File: config.mk
export PLATFORM = sky130hd
export DESIGN_NAME = pet_prg_loader
export DESIGN_NICKNAME = d
export VERILOG_FILES = /design/src/rtl/pet_prg_pkg.sv /design/src/rtl/pet_prg_loader.sv
export SDC_FILE = /design/constraint.sdc
export NUM_CORES = 1
export LEC_CHECK = 0
export BUFFER_PORTS_ARGS = -buffer_cell sky130_fd_sc_hd__buf_2
export CAP_MARGIN = 20
export CORE_ASPECT_RATIO = 1.2
export CORE_MARGIN = 2
export CORE_UTILIZATION = 41
export DETAILED_ROUTE_END_ITERATION = 16
export GPL_TIMING_DRIVEN = 0
export PLACE_DENSITY = 0.73
export SYNTH_ARGS = -nofsm -noshare
export SYNTH_HDL_FRONTEND = slang
export SYNTH_SLANG_ARGS = --single-unit
File: constraint.sdc
create_clock -name clk -period 1.9 [get_ports clk]
set_clock_uncertainty 0.2 [all_clocks]
set_input_delay 0.19 -clock clk [delete_from_list [all_inputs] [get_ports clk]]
set_output_delay 0.19 -clock clk [all_outputs]
set_load 0.02 [all_outputs]
File: src/rtl/pet_prg_pkg.sv
// Shared types and constants for the PET .PRG loader.
package pet_prg_pkg;

  typedef enum logic [2:0] {
    IDLE,
    HDR_LO,
    HDR_HI,
    DATA,
    PTR,
    DONE,
    ERR
  } prg_state_t;

  localparam logic [1:0] PRG_ERR_NONE  = 2'd0;
  localparam logic [1:0] PRG_ERR_SHORT = 2'd1;
  localparam logic [1:0] PRG_ERR_ADDR  = 2'd2;
  localparam logic [1:0] PRG_ERR_OVF   = 2'd3;

  localparam logic [7:0] ZP_TXTTAB = 8'h28;
  localparam logic [7:0] ZP_VARTAB = 8'h2A;

endpackage

File: src/rtl/pet_prg_loader.sv
// Streams a .PRG image from the host download channel into PET RAM via the DMA port.
// Define PRG_PTR_FIXUP_EN to patch the BASIC end-of-program pointers after a load.
module pet_prg_loader
  import pet_prg_pkg::*;
#(
  parameter logic [7:0]  PTR_BASE = ZP_VARTAB,
  parameter int unsigned NUM_PTRS = 3
) (
  input  logic        clk,
  input  logic        reset_n,
  input  logic        dl_start,
  input  logic        dl_abort,
  input  logic        dl_valid,
  input  logic [7:0]  dl_data,
  input  logic        dl_last,
  output logic        dl_ready,
  output logic [14:0] dma_addr,
  output logic [7:0]  dma_din,
  output logic        dma_we,
  output logic        busy,
  output logic        done,
  output logic        error,
  output logic [1:0]  err_code,
  output logic [15:0] end_addr
);

  // Pointers must stay inside zero page.
  if (NUM_PTRS < 1 || NUM_PTRS > 4 || 32'(PTR_BASE) + 2 * NUM_PTRS > 256) begin : g_bad_cfg
    $error("pet_prg_loader: PTR_BASE/NUM_PTRS out of range");
  end

  prg_state_t  r_state, w_state;
  logic [15:0] r_cur_addr, w_cur_addr;
  logic [15:0] r_end_addr, w_end_addr;
  logic [1:0]  r_err_code, w_err_code;
  logic        r_dl_ready, w_dl_ready;
  logic        r_dma_we, w_dma_we;
  logic [14:0] r_dma_addr, w_dma_addr;
  logic [7:0]  r_dma_din, w_dma_din;
  logic        r_busy, w_busy;
  logic        r_done, w_done;
  logic        r_error, w_error;
  logic        w_accept;

`ifdef PRG_PTR_FIXUP_EN
  localparam int unsigned PTR_WRITES = 2 * NUM_PTRS;
  localparam int unsigned PTR_IDX_W  = 3;
  logic [PTR_IDX_W-1:0] r_ptr_idx, w_ptr_idx;
`endif

  assign w_accept = dl_valid && r_dl_ready;

  // Next-state and next-output logic.
  always_comb begin
    w_state    = r_state;
    w_cur_addr = r_cur_addr;
    w_end_addr = r_end_addr;
    w_err_code = r_err_code;
    w_dma_we   = 1'b0;
    w_dma_addr = r_dma_addr;
    w_dma_din  = r_dma_din;
    // Status flags follow the settled state one cycle later.
    w_done     = (r_state == DONE);
    w_error    = (r_state == ERR);
`ifdef PRG_PTR_FIXUP_EN
    w_ptr_idx  = r_ptr_idx;
`endif

    case (r_state)
      IDLE, DONE, ERR: begin
        if (dl_start) begin
          w_state    = HDR_LO;
          w_err_code = PRG_ERR_NONE;
          w_done     = 1'b0;
          w_error    = 1'b0;
        end
      end
      HDR_LO: begin
        if (w_accept) begin
          w_cur_addr[7:0] = dl_data;
          if (dl_last) begin
            w_state    = ERR;
            w_err_code = PRG_ERR_SHORT;
          end else begin
            w_state = HDR_HI;
          end
        end
      end
      HDR_HI: begin
        if (w_accept) begin
          w_cur_addr[15:8] = dl_data;
          if (dl_data[7]) begin
            w_state    = ERR;
            w_err_code = PRG_ERR_ADDR;
          end else begin
            w_end_addr = {dl_data, r_cur_addr[7:0]};
            w_state    = dl_last ? DONE : DATA;
          end
        end
      end
      DATA: begin
        if (w_accept) begin
          if (r_cur_addr[15]) begin
            w_state    = ERR;
            w_err_code = PRG_ERR_OVF;
          end else begin
            w_dma_we   = 1'b1;
            w_dma_addr = r_cur_addr[14:0];
            w_dma_din  = dl_data;
            w_cur_addr = r_cur_addr + 16'd1;
            w_end_addr = r_cur_addr + 16'd1;
            if (dl_last) begin
`ifdef PRG_PTR_FIXUP_EN
              w_state   = PTR;
              w_ptr_idx = '0;
`else
              w_state   = DONE;
`endif
            end
          end
        end
      end
`ifdef PRG_PTR_FIXUP_EN
      PTR: begin
        w_dma_we   = 1'b1;
        w_dma_addr = {7'd0, PTR_BASE + {5'd0, r_ptr_idx}};
        w_dma_din  = r_ptr_idx[0] ? r_end_addr[15:8] : r_end_addr[7:0];
        if (r_ptr_idx == PTR_IDX_W'(PTR_WRITES - 1)) begin
          w_state = DONE;
        end else begin
          w_ptr_idx = r_ptr_idx + PTR_IDX_W'(1);
        end
      end
`endif
      default: w_state = IDLE;
    endcase

    // Abort wins over everything, including a byte accepted this cycle.
    if (dl_abort) begin
      w_state    = IDLE;
      w_dma_we   = 1'b0;
      w_err_code = PRG_ERR_NONE;
      w_done     = 1'b0;
      w_error    = 1'b0;
    end

    w_dl_ready = w_state inside {HDR_LO, HDR_HI, DATA};
    w_busy     = !(w_state inside {IDLE, DONE, ERR});
  end

  always_ff @(posedge clk or negedge reset_n) begin
    if (!reset_n) begin
      r_state    <= IDLE;
      r_cur_addr <= '0;
      r_end_addr <= '0;
      r_err_code <= PRG_ERR_NONE;
      r_dl_ready <= 1'b0;
      r_dma_we   <= 1'b0;
      r_dma_addr <= '0;
      r_dma_din  <= '0;
      r_busy     <= 1'b0;
      r_done     <= 1'b0;
      r_error    <= 1'b0;
`ifdef PRG_PTR_FIXUP_EN
      r_ptr_idx  <= '0;
`endif
    end else begin
      r_state    <= w_state;
      r_cur_addr <= w_cur_addr;
      r_end_addr <= w_end_addr;
      r_err_code <= w_err_code;
      r_dl_ready <= w_dl_ready;
      r_dma_we   <= w_dma_we;
      r_dma_addr <= w_dma_addr;
      r_dma_din  <= w_dma_din;
      r_busy     <= w_busy;
      r_done     <= w_done;
      r_error    <= w_error;
`ifdef PRG_PTR_FIXUP_EN
      r_ptr_idx  <= w_ptr_idx;
`endif
    end
  end

  assign dl_ready = r_dl_ready;
  assign dma_we   = r_dma_we;
  assign dma_addr = r_dma_addr;
  assign dma_din  = r_dma_din;
  assign busy     = r_busy;
  assign done     = r_done;
  assign error    = r_error;
  assign err_code = r_err_code;
  assign end_addr = r_end_addr;

endmodule
==> metrics <==
Max IR drop VDD 0.565 mV; initial DRC count 292; DIE WIDTH 86.7 um; RR Endpoint end_addr[15]$_DFFE_PN0P_; GR Util All Layers 20.8%; Final ANT Viol Nets 0; total grt overflow 0; WHS Endpoint r_cur_addr[7]$_DFFE_PN0P_; crit share post-route 104%; H-tree Lvls 3; failing checks negative setup slack; setup TNS -0.171 ns; Critical Path RT 1.97 ns; buffers added on ports 59; clk root buf clkbuf_8; Syn Nets 349; highest metal used met4; placed inst area 3790 um^2; Setup CP Type flop to flop; Area Overhead vs Synth 34.6%; #FFs+latches synth 65; Final Net Count 458; fillers 668; Reg2Reg Depth 7; CP Capture Type flop; via count 2993; internal power 2.84 mW; metal2 WL 4.81 mm; R2R setup slack -0.07 ns; Slew Viols, Final 0; switching power 1.51 mW; met3 wire len 585 um; initial core utilization 41.8%; Syn Std Cell Area 3370 um^2; post-layout util 56.2%; initial antenna violation count 0; largest net degree at the start of global routing 66; Remaining DRCs 0; Final setup viols 4; DR pass1 iterations 4; commonest non-fill, non-tap cell in the layout buf_2; RR Startpoint r_cur_addr[0]$_DFFE_PN0P_; TritonCTS clock tree yes; clock-pin slew on the worst setup and hold paths 0.08 ns; worst hold slack 0.0269 ns; hold_sp dl_data[7]; full die area 8960 um^2; number of global-route vias before repair 2864; total power 4.35 mW; Comb power frac 30.9%; Synth Area per Inst 10.1 um^2; Row Count 36; CP max stage delay 0.43 ns; Final Instance Area 4530 um^2; Slowest-stage cell, CP dfrtp_1; worst-path fanout max 4; vias per cell 5.52; Seq/Total Area, Yosys 48.3%; status finished, violations left; Floorplan Core Area 8060 um^2; most frequent cells in the layout buf_2, dfrtp_1, nand2_1; total CTS buffers 9; Sink Count 65; worst-skew pair later-pin latency 0.35 ns; number of max-cap violations 0; Net Sw Frac 34.7%; Worst setup SP type flop; worst slew pin tran 0.825 ns; minimum clock period 1.97 ns; Max transition margin 45.0%; layout cells sized above 1 41.6%; Lkg Pwr 2.28 nW; Hold Crit Class primary input to flop; final setup margin -0.0732 ns; Bufs on Longest Clock Path 2; CP cell instances and2_4 > clkbuf_8 > nand4_1 > or3_4 > ha_4 > nand2_2 > o21ai_2; GP Congestion 0.868; wl on met1 3.76 mm; post-synthesis instance total 333; RSZ-0062 raised after global routing true; PwrDens 961 nW/um^2; post-DP HPWL 5.87 mm; final wirelength 9.39 mm; WHS Path Cells 3; register share of total power 41.9%; post-synth cell types 59; first-pass GRT wire length 14.2 mm; n_diodes 0; DR WL/cell 17.3 um; Yosys warnings 0; crit path DAT 2.05 ns; Final Hold Fails 0; die height 103 um; clock network power share 27.1%; fmax 0.507 GHz; # IOs 60
[worst max-delay path: cells and delay by family, from the launching register on]
kind / cells / cell delay [ns]
AOI/OAI and AO/OA: 1 / 0.14
adders and majority gates: 1 / 0.28
buffers and inverters: 1 / 0.12
DFF: 1 / 0.43
and+or+nand+nor: 4 / 0.75
[power groups by stage]
stage               clock network [mW]  registers [mW]  logic [mW]
finish                            1.18            1.83        1.35
global route                      1.25            1.85        1.46
CTS                               1.20            1.79        1.23
detailed placement                   0            1.88       0.933
global placement                     0            1.86       0.916
floorplan                            0            1.91       0.562
[synth_stat cells, drive strengths merged]
cell type / n / area (um^2)
dfrtp: 65 / 1630
nand2: 42 / 174
o21ai: 31 / 155
nor2: 27 / 120
a21oi: 23 / 115
buf: 20 / 126
mux2: 18 / 248
xnor2: 9 / 78.8
inv: 8 / 30.0
nand3: 7 / 35.0
o22ai: 7 / 43.8
clkbuf: 6 / 23.8
nand2b: 5 / 38.8
nor3: 5 / 25.0
a21boi: 4 / 30.0
and3: 4 / 25.0
nand4: 4 / 40.0
o221ai: 4 / 35.0
xor2: 4 / 35.0
and4: 3 / 28.8
mux2i: 3 / 30.0
o31ai: 3 / 27.5
a211oi: 2 / 15.0
a21o: 2 / 15.0
a31o: 2 / 17.5
a31oi: 2 / 12.5
a32o: 2 / 20.0
and2: 2 / 15.0
ha: 2 / 25.0
nand3b: 2 / 27.5
o31a: 2 / 17.5
a211o: 1 / 8.76
a22oi: 1 / 7.51
a2bb2oi: 1 / 8.76
a311o: 1 / 10.0
a32oi: 1 / 8.76
a41o: 1 / 10.0
and3b: 1 / 8.76
nor2b: 1 / 6.26
nor3b: 1 / 7.51
nor4: 1 / 12.5
o22a: 1 / 8.76
or2: 1 / 6.26
or3: 1 / 6.26
[worst max-delay path by stage]
stage	startpoint	to	cells after the start
6_report	r_cur_addr[0]$_DFFE_PN0P_	end_addr[15]$_DFFE_PN0P_	7
5_1_grt	r_cur_addr[0]$_DFFE_PN0P_	end_addr[15]$_DFFE_PN0P_	7
4_1_cts	r_cur_addr[5]$_DFFE_PN0P_	end_addr[15]$_DFFE_PN0P_	7
3_5_place_dp	r_cur_addr[6]$_DFFE_PN0P_	end_addr[15]$_DFFE_PN0P_	7
3_3_place_gp	r_cur_addr[6]$_DFFE_PN0P_	end_addr[15]$_DFFE_PN0P_	7
2_1_floorplan	r_cur_addr[5]$_DFFE_PN0P_	end_addr[15]$_DFFE_PN0P_	7
[timing repair]
action / 4_1_cts / 5_1_grt
hold buffers: 9 / 0
endpoints found under the hold margin: 78 / 0
pin swaps: 7 / 8
gates cloned: 1 / 0
resized for setup: 19 / 40
buffers inserted: 23 / 10
endpoints found under the setup margin: 39 / 41
[through the flow]
step | setup WS, ns | std cells
2_1_floorplan | -0.00930 | 333
3_3_place_gp | -0.170 | 487
3_5_place_dp | -0.252 | 487
4_1_cts | -0.0306 | 533
5_1_grt | -0.125 | 542
6_report | -0.0732 | 542
[kinds of logic after synthesis]
logic type	synth area share, %
adders and majority gates	0.743
muxes	8.25
xor gates and xnor gates	3.38
and+or+nand+nor	17.1
buffers and inverters	5.35
AOI/OAI and AO/OA	16.8
DFF	48.3
[flip-flops by register name, summed over array words and instances (netlist names)]
signal / count
dma_we: 1
done: 1
r_cur_addr: 16
dl_ready: 1
dma_addr: 15
err_code: 2
end_addr: 16
dma_din: 8
busy: 1
r_state: 3
error: 1
[area by class of cell]
class / count / area [um^2] / share of cell area, %
multi-input combinational: 234 / 1670 / 36.8
tap: 95 / 119 / 2.62
inverter: 8 / 30.0 / 0.662
buffer: 22 / 193 / 4.25
timing repair buffer: 102 / 692 / 15.3
clock buffer: 11 / 141 / 3.12
sequential: 65 / 1630 / 36.0
clock inverter: 5 / 55.1 / 1.21
[per-layer routing]
layer	global-route usage (%)	up-vias
met3	4.44	20
met4	12.1	0
met1	25.7	1465
met5	0	-
li1	-	1390
met2	33.7	118
Power figures use the tool's default switching activity.
